<file path="config.mk">
export PLATFORM = sky130hd
export DESIGN_NAME = gray_sobel_frame_seq
export DESIGN_NICKNAME = d
export VERILOG_FILES = /design/src/rtl/gray_sobel_pkg.sv /design/src/rtl/seq_watchdog.sv /design/src/rtl/gray_sobel_frame_seq.sv
export SDC_FILE = /design/constraint.sdc
export NUM_CORES = 1
export LEC_CHECK = 0
export ABC_AREA = 1
export BUFFER_PORTS_ARGS = -buffer_cell sky130_fd_sc_hd__buf_2
export CAP_MARGIN = 20
export CORE_UTILIZATION = 49
export DETAILED_ROUTE_END_ITERATION = 10
export PLACE_DENSITY = 0.75
export SYNTH_ARGS = -nofsm -noshare
export SYNTH_HDL_FRONTEND = slang
export SYNTH_SLANG_ARGS = --single-unit
</file>
<file path="constraint.sdc">
create_clock -name clk_i -period 1.9 [get_ports clk_i]
set_input_delay 0.095 -clock clk_i [delete_from_list [all_inputs] [get_ports clk_i]]
set_output_delay 0.095 -clock clk_i [all_outputs]
set_load 0.02 [all_outputs]
</file>
<file path="src/rtl/gray_sobel_pkg.sv">
// gray_sobel_pkg
// Shared types and helpers for the grayscale/Sobel frame sequencer.
//   seq_state_t        : frame sequencer states
//   pipe_mode_t        : pipeline select encoding
//   MAX_PIXEL_BITS     : source pixel width
//   PIXEL_WIDTH_OUT    : pipeline output pixel width
//   expected_out_count : pipeline outputs produced per frame for a given mode
package gray_sobel_pkg;

  localparam int MAX_PIXEL_BITS  = 8;
  localparam int PIXEL_WIDTH_OUT = 8;

  typedef enum logic [2:0] {
    ST_IDLE,
    ST_START,
    ST_STREAM,
    ST_DRAIN,
    ST_DONE
  } seq_state_t;

  typedef enum logic [1:0] {
    MODE_FULL   = 2'b00,
    MODE_SOBEL  = 2'b01,
    MODE_GRAY   = 2'b10,
    MODE_BYPASS = 2'b11
  } pipe_mode_t;

  // The 3x3 Sobel window drops a one-pixel border on every side.
  function automatic int expected_out_count(input pipe_mode_t mode, input int width,
                                            input int height);
    if (mode == MODE_FULL || mode == MODE_SOBEL) begin
      return (width - 2) * (height - 2);
    end
    return width * height;
  endfunction

endpackage

</file>
<file path="src/rtl/seq_watchdog.sv">
// seq_watchdog
// Down-counting timeout: reloads to LIMIT on clr_i, decrements on tick_i and
// flags expire_o on the tick that would take it to terminal count.
// Used by gray_sobel_frame_seq only when SEQ_TIMEOUT_EN is defined.
// Ports:
//   clk_i, nreset_i : clock, async active-low reset
//   clr_i           : reload counter
//   tick_i          : count one idle cycle
//   expire_o        : LIMIT consecutive ticks reached (combinational)
module seq_watchdog #(
  parameter int LIMIT = 64
) (
  input  logic clk_i,
  input  logic nreset_i,
  input  logic clr_i,
  input  logic tick_i,
  output logic expire_o
);

  localparam int CW = $clog2(LIMIT + 1);
  localparam logic [CW-1:0] LOAD = CW'(LIMIT);
  localparam logic [CW-1:0] LAST = CW'(1);

  logic [CW-1:0] cnt_q, cnt_d;

  always_comb begin
    cnt_d = cnt_q;
    if (clr_i) begin
      cnt_d = LOAD;
    end else if (tick_i && cnt_q != '0) begin
      cnt_d = cnt_q - 1'b1;
    end
  end

  always_ff @(posedge clk_i or negedge nreset_i) begin
    if (!nreset_i) begin
      cnt_q <= LOAD;
    end else begin
      cnt_q <= cnt_d;
    end
  end

  assign expire_o = tick_i && !clr_i && (cnt_q == LAST);

endmodule

</file>
<file path="src/rtl/gray_sobel_frame_seq.sv">
// gray_sobel_frame_seq
// Frame-level controller for the grayscale/Sobel pipeline: latches the mode
// per frame, pulses the Sobel start, gates exactly one frame of source pixels
// into the pipeline and counts pipeline outputs to signal completion.
// Optional DRAIN watchdog enabled by defining SEQ_TIMEOUT_EN.
// Ports:
//   clk_i, nreset_i            : clock, async active-low reset
//   frame_req_i, mode_i        : host frame request and mode
//   abort_i                    : synchronous frame abort
//   in_valid_i, in_pixel_i     : source pixel stream
//   in_ready_o                 : source pixel accept
//   pipe_rdy_i                 : pipeline output strobe
//   select_o, start_sobel_o    : pipeline control
//   px_rdy_o, pixel_o          : registered pixel to pipeline
//   busy_o, frame_done_o, err_o: status
//
// state     | meaning
// ----------+------------------------------------------------
// ST_IDLE   | waiting for frame_req_i, select_o holds last mode
// ST_START  | one cycle, Sobel start pulse for modes 00/01
// ST_STREAM | accepting source pixels until a full frame
// ST_DRAIN  | all pixels in, waiting for remaining outputs
// ST_DONE   | one-cycle frame_done_o
module gray_sobel_frame_seq
  import gray_sobel_pkg::*;
#(
  parameter int IMG_WIDTH     = 8,
  parameter int IMG_HEIGHT    = 8,
  parameter int DRAIN_TIMEOUT = 64
) (
  input  logic                      clk_i,
  input  logic                      nreset_i,
  input  logic                      frame_req_i,
  input  logic [1:0]                mode_i,
  input  logic                      abort_i,
  input  logic                      in_valid_i,
  input  logic [MAX_PIXEL_BITS-1:0] in_pixel_i,
  input  logic                      pipe_rdy_i,
  output logic                      in_ready_o,
  output logic [1:0]                select_o,
  output logic                      start_sobel_o,
  output logic                      px_rdy_o,
  output logic [MAX_PIXEL_BITS-1:0] pixel_o,
  output logic                      busy_o,
  output logic                      frame_done_o,
  output logic                      err_o
);

  localparam int FRAME_PIX = IMG_WIDTH * IMG_HEIGHT;
  localparam int CNT_W     = $clog2(FRAME_PIX + 1);
  localparam logic [CNT_W-1:0] FRAME_CNT = CNT_W'(FRAME_PIX);

  seq_state_t                state_q, state_d;
  pipe_mode_t                select_q, select_d;
  logic [CNT_W-1:0]          in_cnt_q, in_cnt_d;
  logic [CNT_W-1:0]          out_cnt_q, out_cnt_d;
  logic [CNT_W-1:0]          exp_cnt;
  logic                      px_rdy_q, px_rdy_d;
  logic [MAX_PIXEL_BITS-1:0] pixel_q, pixel_d;
  logic                      in_accept;
  logic                      out_count;

  assign exp_cnt = CNT_W'(expected_out_count(select_q, IMG_WIDTH, IMG_HEIGHT));

`ifdef SEQ_TIMEOUT_EN
  logic err_q, err_d;
  logic wd_tick, wd_expire;

  // Any strobe or leaving DRAIN restarts the idle-cycle count.
  assign wd_tick = (state_q == ST_DRAIN) && !pipe_rdy_i;

  seq_watchdog #(
    .LIMIT(DRAIN_TIMEOUT)
  ) u_seq_watchdog (
    .clk_i   (clk_i),
    .nreset_i(nreset_i),
    .clr_i   (!wd_tick),
    .tick_i  (wd_tick),
    .expire_o(wd_expire)
  );

  always_ff @(posedge clk_i or negedge nreset_i) begin
    if (!nreset_i) begin
      err_q <= 1'b0;
    end else begin
      err_q <= err_d;
    end
  end

  assign err_o = err_q;
`else
  assign err_o = 1'b0;
`endif

  always_comb begin
    state_d   = state_q;
    select_d  = select_q;
    in_cnt_d  = in_cnt_q;
    out_cnt_d = out_cnt_q;
    px_rdy_d  = 1'b0;
    pixel_d   = pixel_q;
`ifdef SEQ_TIMEOUT_EN
    err_d     = err_q;
`endif

    // An aborted cycle never hands a pixel to the pipeline.
    in_accept = (state_q == ST_STREAM) && in_valid_i && !abort_i;
    // Strobes past the expected count are dropped so out_cnt saturates.
    out_count = ((state_q == ST_STREAM) || (state_q == ST_DRAIN)) && pipe_rdy_i &&
                (out_cnt_q < exp_cnt);

    if (in_accept) begin
      in_cnt_d = in_cnt_q + 1'b1;
      px_rdy_d = 1'b1;
      pixel_d  = in_pixel_i;
    end
    if (out_count) begin
      out_cnt_d = out_cnt_q + 1'b1;
    end

    unique case (state_q)
      ST_IDLE: begin
        if (frame_req_i) begin
          select_d  = pipe_mode_t'(mode_i);
          in_cnt_d  = '0;
          out_cnt_d = '0;
`ifdef SEQ_TIMEOUT_EN
          err_d     = 1'b0;
`endif
          state_d   = ST_START;
        end
      end
      ST_START: state_d = ST_STREAM;
      ST_STREAM: begin
        // Outputs may already be complete at the last input; skip DRAIN then.
        if (in_cnt_d == FRAME_CNT) begin
          state_d = (out_cnt_d == exp_cnt) ? ST_DONE : ST_DRAIN;
        end
      end
      ST_DRAIN: begin
        if (out_cnt_d == exp_cnt) begin
          state_d = ST_DONE;
        end
`ifdef SEQ_TIMEOUT_EN
        else if (wd_expire) begin
          err_d   = 1'b1;
          state_d = ST_IDLE;
        end
`endif
      end
      ST_DONE: state_d = ST_IDLE;
      default: state_d = ST_IDLE;
    endcase

    if (abort_i && (state_q != ST_IDLE)) begin
      state_d   = ST_IDLE;
      in_cnt_d  = '0;
      out_cnt_d = '0;
    end
  end

  always_ff @(posedge clk_i or negedge nreset_i) begin
    if (!nreset_i) begin
      state_q   <= ST_IDLE;
      select_q  <= MODE_FULL;
      in_cnt_q  <= '0;
      out_cnt_q <= '0;
      px_rdy_q  <= 1'b0;
      pixel_q   <= '0;
    end else begin
      state_q   <= state_d;
      select_q  <= select_d;
      in_cnt_q  <= in_cnt_d;
      out_cnt_q <= out_cnt_d;
      px_rdy_q  <= px_rdy_d;
      pixel_q   <= pixel_d;
    end
  end

  assign in_ready_o    = (state_q == ST_STREAM);
  assign start_sobel_o = (state_q == ST_START) &&
                         ((select_q == MODE_FULL) || (select_q == MODE_SOBEL));
  assign busy_o        = (state_q != ST_IDLE);
  assign frame_done_o  = (state_q == ST_DONE);
  assign select_o      = select_q;
  assign px_rdy_o      = px_rdy_q;
  assign pixel_o       = pixel_q;

endmodule
</file>
Word-level counts from Yosys, hierarchy flattened
Index checks and enable logic that the tools add are counted.
- flip-flop bits (word level): 28
- bits of input ports: 16
- output and inout port bits: 16
- word-level logic and storage cells: 51
- $add $sub $neg: 2
- order comparisons: 1
- eq/ne operators: 10
- muxes and demuxes: 18
- reductions and logical operators: 14
- operators with widths (cell ; number):
    2-to-1 mux 7 bit ; 9
    2-to-1 mux 3 bit ; 5
    adder 7 x 1 -> 7 bit (second input constant) ; 2
    one-hot mux 3 bit (4 select lines) ; 1
    equality test 7 bit ; 1
    equality test 7 bit (second input constant) ; 1
    less-than comparator 7 bit ; 1
    equality test 3 x 2 -> 1 bit (second input constant) ; 2
    logical AND 1 bit ; 6
    2-to-1 mux 6 bit ; 1
    inequality test 3 x 1 -> 1 bit (second input constant) ; 2
    equality test 3 x 1 -> 1 bit (second input constant) ; 1
    equality test 3 bit (second input constant) ; 1
    zero test 3 bit ; 1
    inequality test 3 bit (second input constant) ; 1
    AND reduction 3 bit ; 1
    nonzero test 3 bit ; 1
    equality test 2 x 1 -> 1 bit (second input constant) ; 1
    zero test 2 bit ; 1
    logical OR 1 bit ; 2
    2-to-1 mux 1 bit ; 2
    AND reduction 2 bit ; 1
    zero test 1 bit ; 1

Longest topological paths before layout
Gate-level depths: netlist (run 1).
- word-level depth: 12
- depth in mapped cells: 17
- gate-level depth less buffers: 17

Least setup slack after synthesis (run 1)
OpenSTA, ideal clock, no wires.
- kind: register to register
- start: register select_q[1] (netlist: select_o[1])
- end: register state_q[1]
- library setup time: 0.121 ns
- arrival time: 1.987 ns
- data required time: 1.779 ns
- setup slack: -0.208 ns
- cell stages (with the launch flop): 15
- path buffers: 0
- clock period less this slack: 2.108 ns
- cells stage by stage: dfrtp_1 -> inv_1 -> ha_1 -> nand2_1 -> nand2_1 -> nor2_4 -> nand2_4 -> o21ai_1 -> nand3_1 -> nor2_1 -> nand2_1 -> nand2_1 -> nand2_2 -> nor2_1 -> nor2_1
- cells in the longest elaborated chain, start to end: 12
- elaborated cells between the ends (all ways): 16
- classes of those cells: order compare (1); eq/ne (3); mux (8); reduce/logical (4)
- RTL lines (what ; RTL line ; text):
    start: declaration ; gray_sobel_frame_seq.sv:54 ; pipe_mode_t select_q, select_d;
    start signal: assignment ; gray_sobel_frame_seq.sv:172 ; select_q <= select_d;
    equality test 2 x 1 -> 1 bit / zero test 2 bit (equally long branches) ; gray_sobel_pkg.sv:31 ; if (mode == MODE_FULL || mode == MODE_SOBEL) begin
    logical OR 1 bit (*) ; gray_sobel_pkg.sv:31 ;
    2-to-1 mux 1 bit / 2-to-1 mux 6 bit (equally long branches) ; gray_sobel_pkg.sv:31 ;
    2-to-1 mux 7 bit (*) ; gray_sobel_pkg.sv:34 ; return width * height;
    less-than comparator 7 bit ; gray_sobel_frame_seq.sv:110 ; (out_cnt_q < exp_cnt);
    logical AND 1 bit ; gray_sobel_frame_seq.sv:109 ; out_count = ((state_q == ST_STREAM) || (state_q == ST_DRAIN)) && pipe_rdy_i &&
    2-to-1 mux 7 bit ; gray_sobel_frame_seq.sv:117 ; if (out_count) begin
    equality test 7 bit (*) ; gray_sobel_frame_seq.sv:137, gray_sobel_frame_seq.sv:141 ;
    2-to-1 mux 3 bit ; gray_sobel_frame_seq.sv:137 ; state_d = (out_cnt_d == exp_cnt) ? ST_DONE : ST_DRAIN;
    2-to-1 mux 3 bit ; gray_sobel_frame_seq.sv:136 ; if (in_cnt_d == FRAME_CNT) begin
    one-hot mux 3 bit (4 select lines) ; gray_sobel_frame_seq.sv:121 ; unique case (state_q)
    2-to-1 mux 3 bit ; gray_sobel_frame_seq.sv:155 ; if (abort_i && (state_q != ST_IDLE)) begin
    end signal: assignment ; gray_sobel_frame_seq.sv:171 ; state_q <= state_d;
    end: declaration ; gray_sobel_frame_seq.sv:53 ; seq_state_t state_q, state_d;
Every way passes the cells marked *; elsewhere a longest branch is shown, timed or not. The select of a mux whose other input is x is not followed.
A chain may end at the register's enable or synchronous reset.

Final worst setup path (run 1)
- start: register select_q[1] (netlist: select_o[1])
- end: register state_q[0]
The elaborated chain is that of the path after synthesis.

==> flow_metrics.env, run 1 <==
export IMPL_num_vias=1735
export IMPL_fin_cells=352
export IMPL_die_h_um=60.4
export IMPL_fillers=262
export IMPL_worstMarginPinSlew_ns=0.630
export IMPL_failed_checks="negative setup slack"
export IMPL_grt_util_all_layers_pct=22.8
export IMPL_reg2reg_from="select_o[1]"
export IMPL_firstDrtPassIters=4
export IMPL_netlist_area_um2=1670
export IMPL_start_util_pct=52.9
export IMPL_postSynthCellCount=239
export IMPL_area_delta_synth_final_pct=37.8
export IMPL_grt_pass1_vias=1470
export IMPL_crit_path_end_kind="register"
export IMPL_arrival_ns=2.34
export IMPL_ys_warn_count=0
export IMPL_worstSetupPathType="reg -> reg"
export IMPL_layout_setup_ws_ns=-0.187
export IMPL_finalCritPeriodShare_pct=110
export IMPL_crit_path_start_kind="register"
export IMPL_design_area_um2=2300
export IMPL_status="complete, but fails checks"
export IMPL_gr_total_overflow=0
export IMPL_synth_distinct_cells=25
export IMPL_final_nets=329
export IMPL_worstPathMaxFanout=6
export IMPL_cts_clk_slew_worst_paths_ns=0.16
export IMPL_fin_crit_ns=2.09
export IMPL_drive_gt1_share_pct=32.5
export IMPL_cts_max_level=1
export IMPL_route_detailed_drc=0
export IMPL_clk_path_buf_depth=2
export IMPL_grt_max_degree=29
export IMPL_placedCellCount=329
export IMPL_post_dp_cell_area_um2=2020
export IMPL_p_per_area_nw_per_um2=1530
export IMPL_required_ns=2.15
export IMPL_hold_viol=0
export IMPL_gp_congestion=0.936
export IMPL_ys_seq_area_share_pct=42.0
export IMPL_routedWlPerCell_um=11.5
export IMPL_ant_nets=0
export IMPL_diodes=0
export IMPL_final_max_slew_viol_count=0
export IMPL_syn_nets=259
export IMPL_dp_hpwl_mm=2.64
export IMPL_min_from="mode_i[1]"
export IMPL_cp_startpoint="select_o[1]"
export IMPL_max_clock_freq_mhz=479
export IMPL_port_buffers=30
export IMPL_io_pin_count=32
export IMPL_grt_pass1_wl_mm=6.25
export IMPL_rsz0062_at_grt="yes"
export IMPL_worstHoldPathType="in -> reg"
export IMPL_synth_seq_cells=28
export IMPL_coreArea_um2=3150
export IMPL_peakVddDrop_v=0.000985
export IMPL_cts_tree="built"
export IMPL_fin_skew_ns=0.0173
export IMPL_die_area_um2=3640
export IMPL_drt_wl_total_mm=4.06
export IMPL_cts_buffers=3
export IMPL_clockRootBuffer="clkbuf_4"
export IMPL_insertion_delay_ns=0.34
export IMPL_viasPerCell=4.93
export IMPL_max_cap_violations=0
export IMPL_clkSinkCount=28
export IMPL_avgSynthCellArea_um2=6.98
export IMPL_chipWidth_um=60.4
export IMPL_relSlewSlack_pct=58.0
export IMPL_antenna_found_initial=0
export IMPL_p_leak_nw=1.23
export IMPL_setup_viol=3
export IMPL_dr_first_iter_drc_count=86
export IMPL_row_count=20
-- area by class of cell --
type	count	area [um2]	share of cell area [%]
clock buffers	3	22.5	0.979
repair buffers	69	468	20.3
well taps	44	55.1	2.39
multi-input cells	182	928	40.4
inverters	25	93.8	4.08
flip-flops and latches	28	702	30.5
clock inverters	1	30.0	1.31
-- metrics by stage --
stage          setup slack [ns]  util (%)  setup TNS, ns  hold WS, ns  power [mW]
5_1_grt                  -0.313      72.9         -0.834       0.0620        3.78
4_1_cts                 -0.0591      70.6         -0.107       0.0128        3.25
3_5_place_dp            -0.0600      63.9         -0.114        0.146        2.73
6_report                 -0.187      72.9         -0.457       0.0151        3.53
3_3_place_gp            0.00786      63.9              0        0.141        2.70
2_1_floorplan            0.0118         -              0       -0.201        2.13
-- per-layer routing --
layer	up-vias	track usage [%]	share of wire, %
li1	874	-	-
met4	0	6.98	0.91
met1	796	29.9	42
met5	-	0	0
met3	8	2.35	4.4
met2	57	39.6	53
-- Yosys cell counts --
master	number	share of area [%]
nand3_2	1	0.60
xnor2_1	2	1.0
nand3_1	14	4.2
mux2_2	1	0.67
nand4_1	6	2.2
buf_4	1	0.45
buf_2	1	0.30
o21ai_0	5	1.5
inv_1	24	5.4
a21oi_1	3	0.90
a21oi_2	1	0.52
inv_2	1	0.22
conb_1	1	0.22
nor2_4	3	2.0
nand2_2	5	1.9
nand2_4	1	0.67
nor3_1	2	0.60
nor2_1	38	8.5
nand2_1	92	21
clkbuf_8	1	0.82
dfrtp_1	28	42
buf_6	1	0.67
clkbuf_1	1	0.22
o21ai_1	2	0.60
ha_1	4	3.0
-- repair_timing --
item	in CTS	in global routing
cloned	1	0
endpoints found under the hold margin	37	0
pin swaps	10	12
buffers inserted	6	2
gates resized for setup	3	18
hold buffers	10	0
endpoints found under the setup margin	3	3
-- flip-flops by register name, indices dropped and copies added (netlist names) --
name and count:
out_cnt_q 7, pixel_o 8, px_rdy_o 1, state_q 3, in_cnt_q 7, select_o 2
-- worst paths after layout --
check | end | slack [ns] | cells past startpoint
setup reg to reg | state_q[0] | -0.19 | 14
hold / removal | select_o[1] | 0.02 | 3
hold reg to reg | pixel_o[4] | 0.49 | 2
setup / recovery | state_q[0] | -0.19 | 14
max in group asynchronous | select_o[1] | 1.17 | 2
min in group asynchronous | px_rdy_o | 0.29 | 2
-- power by group --
part	total, mW	internal (mW)	leakage (nW)	switching (mW)
registers	0.964	0.800	0.366	0.164
clock network	0.391	0.214	0.0279	0.177
logic	2.17	0.886	0.839	1.29
-- critical path, stage by stage, from the launching register on --
cell     delay, ns
dfrtp_2       0.45
inv_2         0.08
ha_4          0.20
nand2_2       0.05
nand2_2       0.05
nor2_4        0.17
a21oi_1       0.11
nor2_1        0.17
nand3_1       0.13
nor2_2        0.16
nand2_2       0.09
nand2_2       0.10
nand2_4       0.07
nor2_4        0.11
nor2_2        0.04
-- kinds of logic after synthesis --
logic type               share of synthesized area (%)
flip-flops                                        42.0
XOR/XNOR                                          1.05
AO/OA/AOI/OAI                                     3.52
AND/OR/NAND/NOR                                   41.5
buffers and inverters                             8.10
adder cells (fa/ha/maj)                           3.00
multiplexers                                     0.675
other                                            0.225
-- placed cells by master (no fill, tap or decap), types with 4 or more instances in the layout --
cell | netlist | layout
nor2_4 | 3 | 4
inv_1 | 24 | 23
nor2_1 | 38 | 33
nand4_1 | 6 | 6
nand3_1 | 14 | 14
nor2_2 | 0 | 4
buf_4 | 1 | 29
buf_2 | 1 | 30
dfrtp_1 | 28 | 27
nand2_2 | 5 | 16
dlygate4sd3_1 | 0 | 10
o21ai_0 | 5 | 5
nand2_1 | 92 | 78
nand2_4 | 1 | 5
Note: power is estimated with default switching activity, not from simulation.
==> run 2, diff against run 1 <==
Settings changed: CORE_UTILIZATION 49 to 45, PLACE_DENSITY 0.75 to default, PLACE_DENSITY_LB_ADDON from default to 0.25.
==> run 2 against run 1 <==
Compared with the run above: the flow still finishes with violations (negative setup slack); critical path depth rose by 2; maximum frequency rose by 3.9%; design area fell by 5.0%; flip-flop and latch count did not move; via count fell by 3.8%; sequential share of layout area rose by 1.6 points; cell count fell by 2.6%; clock skew fell by 0.011 ns; non-clock buffer count fell by 11; utilization fell by 9.5 points; combinational power fell by 11%; worst setup slack improved by 0.077 ns; critical endpoint unchanged; largest power group unchanged.
==> flow_metrics.env, run 2 (synthesis gave the netlist of run 1 again) <==
export IMPL_coreArea_um2=3440
export IMPL_grt_pass1_vias=1628
export IMPL_worstMarginPinSlew_ns=0.624
export IMPL_worst_r2r_setup_slack_ns=-0.11
export IMPL_peakVddDrop_v=0.00108
export IMPL_grt_util_all_layers_pct=21.7
export IMPL_drive_gt1_share_pct=30.3
export IMPL_max_clock_freq_mhz=498
export IMPL_route_detailed_drc=0
export IMPL_relSlewSlack_pct=58.4
export IMPL_p_per_area_nw_per_um2=1540
export IMPL_rsz0062_at_grt="yes"
export IMPL_area_delta_synth_final_pct=30.9
export IMPL_die_area_um2=3960
export IMPL_final_common_cell="nand2_1"
export IMPL_failed_checks="negative setup slack"
export IMPL_hold_viol=0
export IMPL_antenna_found_initial=0
export IMPL_status="complete, but fails checks"
export IMPL_min_from="in_pixel_i[5]"
export IMPL_mostFrequentLayoutCells="nand2_1, nor2_1, buf_2"
export IMPL_dp_hpwl_mm=2.76
export IMPL_fin_skew_ns=0.00633
export IMPL_ant_nets=0
export IMPL_power_mw=3.37
export IMPL_insertion_delay_ns=0.27
export IMPL_worstHoldPathType="in -> reg"
export IMPL_drt_wl_total_mm=3.86
export IMPL_dr_first_iter_drc_count=46
export IMPL_num_vias=1669
export IMPL_firstDrtPassIters=4
export IMPL_crit_buf_inv=2
export IMPL_required_ns=2.07
export IMPL_clk_path_buf_depth=2
export IMPL_arrival_ns=2.18
export IMPL_final_max_slew_viol_count=0
export IMPL_diodes=0
export IMPL_viasPerCell=4.87
export IMPL_io_pin_count=32
export IMPL_gr_total_overflow=0
export IMPL_critPathTopFamily="simple AND/OR/NAND/NOR gates"
export IMPL_fin_tns_setup_ns=-0.267
export IMPL_routedWlPerCell_um=11.2
export IMPL_clockRootBuffer="clkbuf_8"
export IMPL_start_util_pct=48.5
export IMPL_crit_chain="buf_4, buf_4, nor2_1, nand2_1, nand2_4, nand2_2, nand2_1, nand2_2, nor2_1, nand2_1, nand2_1, nand2_1, nand2_1, nand2_2, nor2_1, nor2_1"
export IMPL_worstSetupPathType="reg -> reg"
export IMPL_port_buffers=30
export IMPL_crit_path_start_kind="register"
export IMPL_fin_util_pct=63.5
export IMPL_cts_max_level=1
export IMPL_pre_cts_slack_ns=-0.107
export IMPL_cts_tree="built"
export IMPL_crit_path_end_kind="register"
export IMPL_clkSinkCount=28
export IMPL_layout_setup_ws_ns=-0.110
export IMPL_chipWidth_um=62.9
export IMPL_final_nets=318
export IMPL_finalCritPeriodShare_pct=106
export IMPL_reg2reg_from="select_o[1]"
export IMPL_holdWs_ns=0.00756
export IMPL_gp_congestion=0.916
export IMPL_setup_viol=3
export IMPL_cts_clk_slew_worst_paths_ns=0.10
export IMPL_worstPathMaxFanout=6
export IMPL_slowest_delay_ns=0.43
export IMPL_slowest_stage="dfrtp_2"
export IMPL_die_h_um=62.9
export IMPL_grt_max_degree=29
export IMPL_cp_startpoint="select_o[1]"
export IMPL_cts_buffers=3
export IMPL_crit_top_cell="nand2_1"
export IMPL_p_leak_nw=1.19
export IMPL_row_count=21
export IMPL_grt_pass1_wl_mm=6.91
export IMPL_largest_reg_flops=8
export IMPL_max_cap_violations=0
export IMPL_fin_crit_ns=2.01
run 2: layer usage:
layer	vias to the layer above	share of wire, %	global-route usage [%]
met2	53	47	35.8
met1	753	47	29.4
met3	11	4.6	2.37
li1	852	-	-
met5	-	0	0
met4	0	1.8	7.56
run 2: area by class of cell:
cell class              count  area, um2
fillers                   301       1260
inverters                  25       93.8
clock buffers               3       41.3
flip-flops and latches     28        702
multi-input cells         182        893
repair buffers             58        367
clock inverters             1       30.0
well taps                  46       57.6
run 2: worst register-to-register path, delay by kind of cell, from the launching register on:
kind / cells / cell delay [ns]
flops: 1 / 0.43
buf+inv: 2 / 0.29
simple gates: 14 / 1.19
run 2: what timing repair did:
item                                    4_1_cts  5_1_grt
hold buffers                                  1        0
buffers inserted                              5        0
resized for setup                             4        6
pin swaps                                    12        9
hold endpoints to repair                     28        0
gates cloned                                  0        1
endpoints found under the setup margin        3        4
run 2: per-stage QoR:
stage,std cells,area (um2)
final,343,2180
after global placement,332,2030
after floorplan,239,1690
after global routing,343,2180
after detailed placement,332,2030
after CTS,342,2160
run 2: path summary, 6_finish.rpt:
path                       cells after the start     endpoint
max reg2reg                                   16   state_q[0]
min                                            3   pixel_o[5]
max                                           16   state_q[0]
min in group asynchronous                      2  in_cnt_q[3]
max in group asynchronous                      2  select_o[1]
min reg2reg                                    2   pixel_o[3]
run 2: power by group:
part           total (mW)  internal, mW  switching, mW
registers           0.960         0.802          0.158
logic                1.94         0.774           1.17
clock network       0.471         0.282          0.189
total                3.37          1.86           1.51
==> run 3, diff against run 2 <==
Settings changed: CORE_UTILIZATION 45 to 59, GPL_TIMING_DRIVEN from default to 0.
Clock period 1.9 ns to 2.5 ns, I/O delays scaled along.
==> run 3 against run 2 <==
Compared with the run above: the flow now finishes without violations; die area shrank 23%; count of clock-buffer cells in the layout unchanged; cell count fell by 8.7%; largest cell class unchanged; largest power group unchanged.
==> flow_metrics.env, run 3 (synthesis gave the netlist of run 1 again) <==
export IMPL_p_per_area_nw_per_um2=1090
export IMPL_area_delta_synth_final_pct=20.5
export IMPL_fin_crit_ns=2.24
export IMPL_fillers=187
export IMPL_crit_path_end="state_q[0]"
export IMPL_crit_path_end_kind="register"
export IMPL_io_pin_count=32
export IMPL_gp_congestion=0.780
export IMPL_chipWidth_um=55.2
export IMPL_status="finished clean"
export IMPL_die_h_um=55.2
export IMPL_dr_first_iter_drc_count=32
export IMPL_antenna_found_initial=0
export IMPL_p_leak_nw=1.11
export IMPL_cp_num_cells=14
export IMPL_crit_top_cell="nand2_1"
export IMPL_worstMarginPinSlew_ns=0.603
export IMPL_coreArea_um2=2570
export IMPL_final_nets=304
export IMPL_insertion_delay_ns=0.33
export IMPL_grt_pass1_vias=1412
export IMPL_layout_setup_ws_ns=0.259
export IMPL_cts_clk_slew_worst_paths_ns=0.16
export IMPL_fin_util_pct=78.3
export IMPL_diodes=0
export IMPL_route_detailed_drc=0
export IMPL_required_ns=2.74
export IMPL_num_vias=1577
export IMPL_row_count=18
export IMPL_power_mw=2.19
export IMPL_pre_cts_slack_ns=0.197
export IMPL_clkSinkCount=28
export IMPL_largest_reg_flops=8
export IMPL_clockRootBuffer="clkbuf_4"
export IMPL_start_util_pct=65.0
export IMPL_dp_hpwl_mm=2.49
export IMPL_worstPathMaxFanout=9
export IMPL_peakVddDrop_v=0.000926
export IMPL_hold_viol=0
export IMPL_gr_total_overflow=0
export IMPL_relSlewSlack_pct=59.8
export IMPL_cts_max_level=1
export IMPL_firstDrtPassIters=4
export IMPL_fin_skew_ns=0.0137
export IMPL_port_buffers=30
export IMPL_grt_max_degree=29
export IMPL_r2r_cells=14
export IMPL_reg2reg_to="state_q[0]"
export IMPL_crit_chain="inv_1, ha_1, nand2_1, nand2_1, nor2_4, nand2_4, o21ai_1, nand3_1, nor2_1, nand2_1, nand2_1, nand2_2, nor2_1, nor2_1"
export IMPL_arrival_ns=2.48
export IMPL_crit_buf_inv=1
export IMPL_max_cap_violations=0
export IMPL_cts_setup_buffers=0
export IMPL_crit_path_start_kind="register"
export IMPL_fin_tns_setup_ns=0
export IMPL_setup_viol=0
export IMPL_drive_gt1_share_pct=18.4
export IMPL_cts_buffers=3
export IMPL_drt_wl_total_mm=3.61
export IMPL_slowest_delay_ns=0.49
export IMPL_grt_util_all_layers_pct=27.1
export IMPL_viasPerCell=5.04
export IMPL_final_max_slew_viol_count=0
export IMPL_cts_tree="built"
export IMPL_worst_r2r_setup_slack_ns=0.26
export IMPL_critPathTopFamily="simple AND/OR/NAND/NOR gates"
export IMPL_ant_nets=0
export IMPL_die_area_um2=3050
export IMPL_rsz0062_at_grt="no"
export IMPL_mostFrequentLayoutCells="nand2_1, nor2_1, buf_2"
export IMPL_clk_path_buf_depth=2
export IMPL_worstHoldPathType="in -> reg"
export IMPL_finalCritPeriodShare_pct=89.6
export IMPL_grt_pass1_wl_mm=5.73
export IMPL_routedWlPerCell_um=11.5
export IMPL_max_clock_freq_mhz=446
export IMPL_hold_depth=3
export IMPL_slowest_stage="dfrtp_2"
export IMPL_reg2reg_from="select_o[1]"
export IMPL_cp_startpoint="select_o[1]"
export IMPL_final_common_cell="nand2_1"
export IMPL_worstSetupPathType="reg -> reg"
-- run 3: changes by cell type in the layout (fill, tap and decap cells not counted), sizes merged --
cell / delta
dlygate4sd3: +9
clkbuf: +2
nand2: -1
buf: -24
-- run 3: worst min-delay path by stage --
| stage | start | endpoint | slack (ns) |
|---|---|---|---|
| 3_3_place_gp | nreset_i | in_cnt_q[3] | 0.17 |
| 4_1_cts | mode_i[0] | select_o[0] | 0.01 |
| 6_report | mode_i[1] | select_o[1] | 0.06 |
| 2_1_floorplan | nreset_i | in_cnt_q[0] | -0.17 |
| 5_1_grt | mode_i[1] | select_o[1] | 0.05 |
| 3_5_place_dp | nreset_i | in_cnt_q[2] | 0.17 |
-- run 3: repair_timing --
action / in CTS / in global routing
setup endpoints to repair: 0 / 2
hold buffers: 9 / 1
gates resized for setup: 0 / 1
endpoints found under the hold margin: 36 / 1
-- run 3: power by group --
group          internal (mW)  total (mW)  switching (mW)
clock network          0.162       0.292           0.130
registers              0.608       0.755           0.147
logic                  0.394        1.15           0.754
total                   1.16        2.19            1.03
-- run 3: area by class of cell --
class,instances,area [um2],area share (%)
Tap cell,30,37.5,1.87
Clock buffer,3,22.5,1.12
Timing Repair Buffer,40,250,12.4
Buffer,5,41.3,2.05
Multi-Input combinational cell,181,833,41.4
Sequential cell,28,702,34.9
Inverter,25,93.8,4.67
Clock inverter,1,30.0,1.49
-- run 3: layer usage --
metal	track usage, %	vias to the layer above	routed length, um
met3	4.64	8	85
met1	31.0	712	1580
met5	0	-	0
met2	50.2	34	1880
li1	-	823	-
met4	9.17	0	56
-- run 3: per-stage QoR --
stage,area [um2],hold slack [ns],instances
final,2010,0.0561,313
after global routing,2010,0.0496,313
after CTS,2000,0.0112,312
after detailed placement,1860,0.173,299
after global placement,1860,0.167,299
after floorplan,1670,-0.171,239
-- run 3: worst register-to-register path, delay by kind of cell (launching register included) --
family / cells / cell delay, ns
simple gates: 11 / 1.08
flops: 1 / 0.49
fa+ha+maj: 1 / 0.25
compound gates: 1 / 0.19
buf+inv: 1 / 0.13
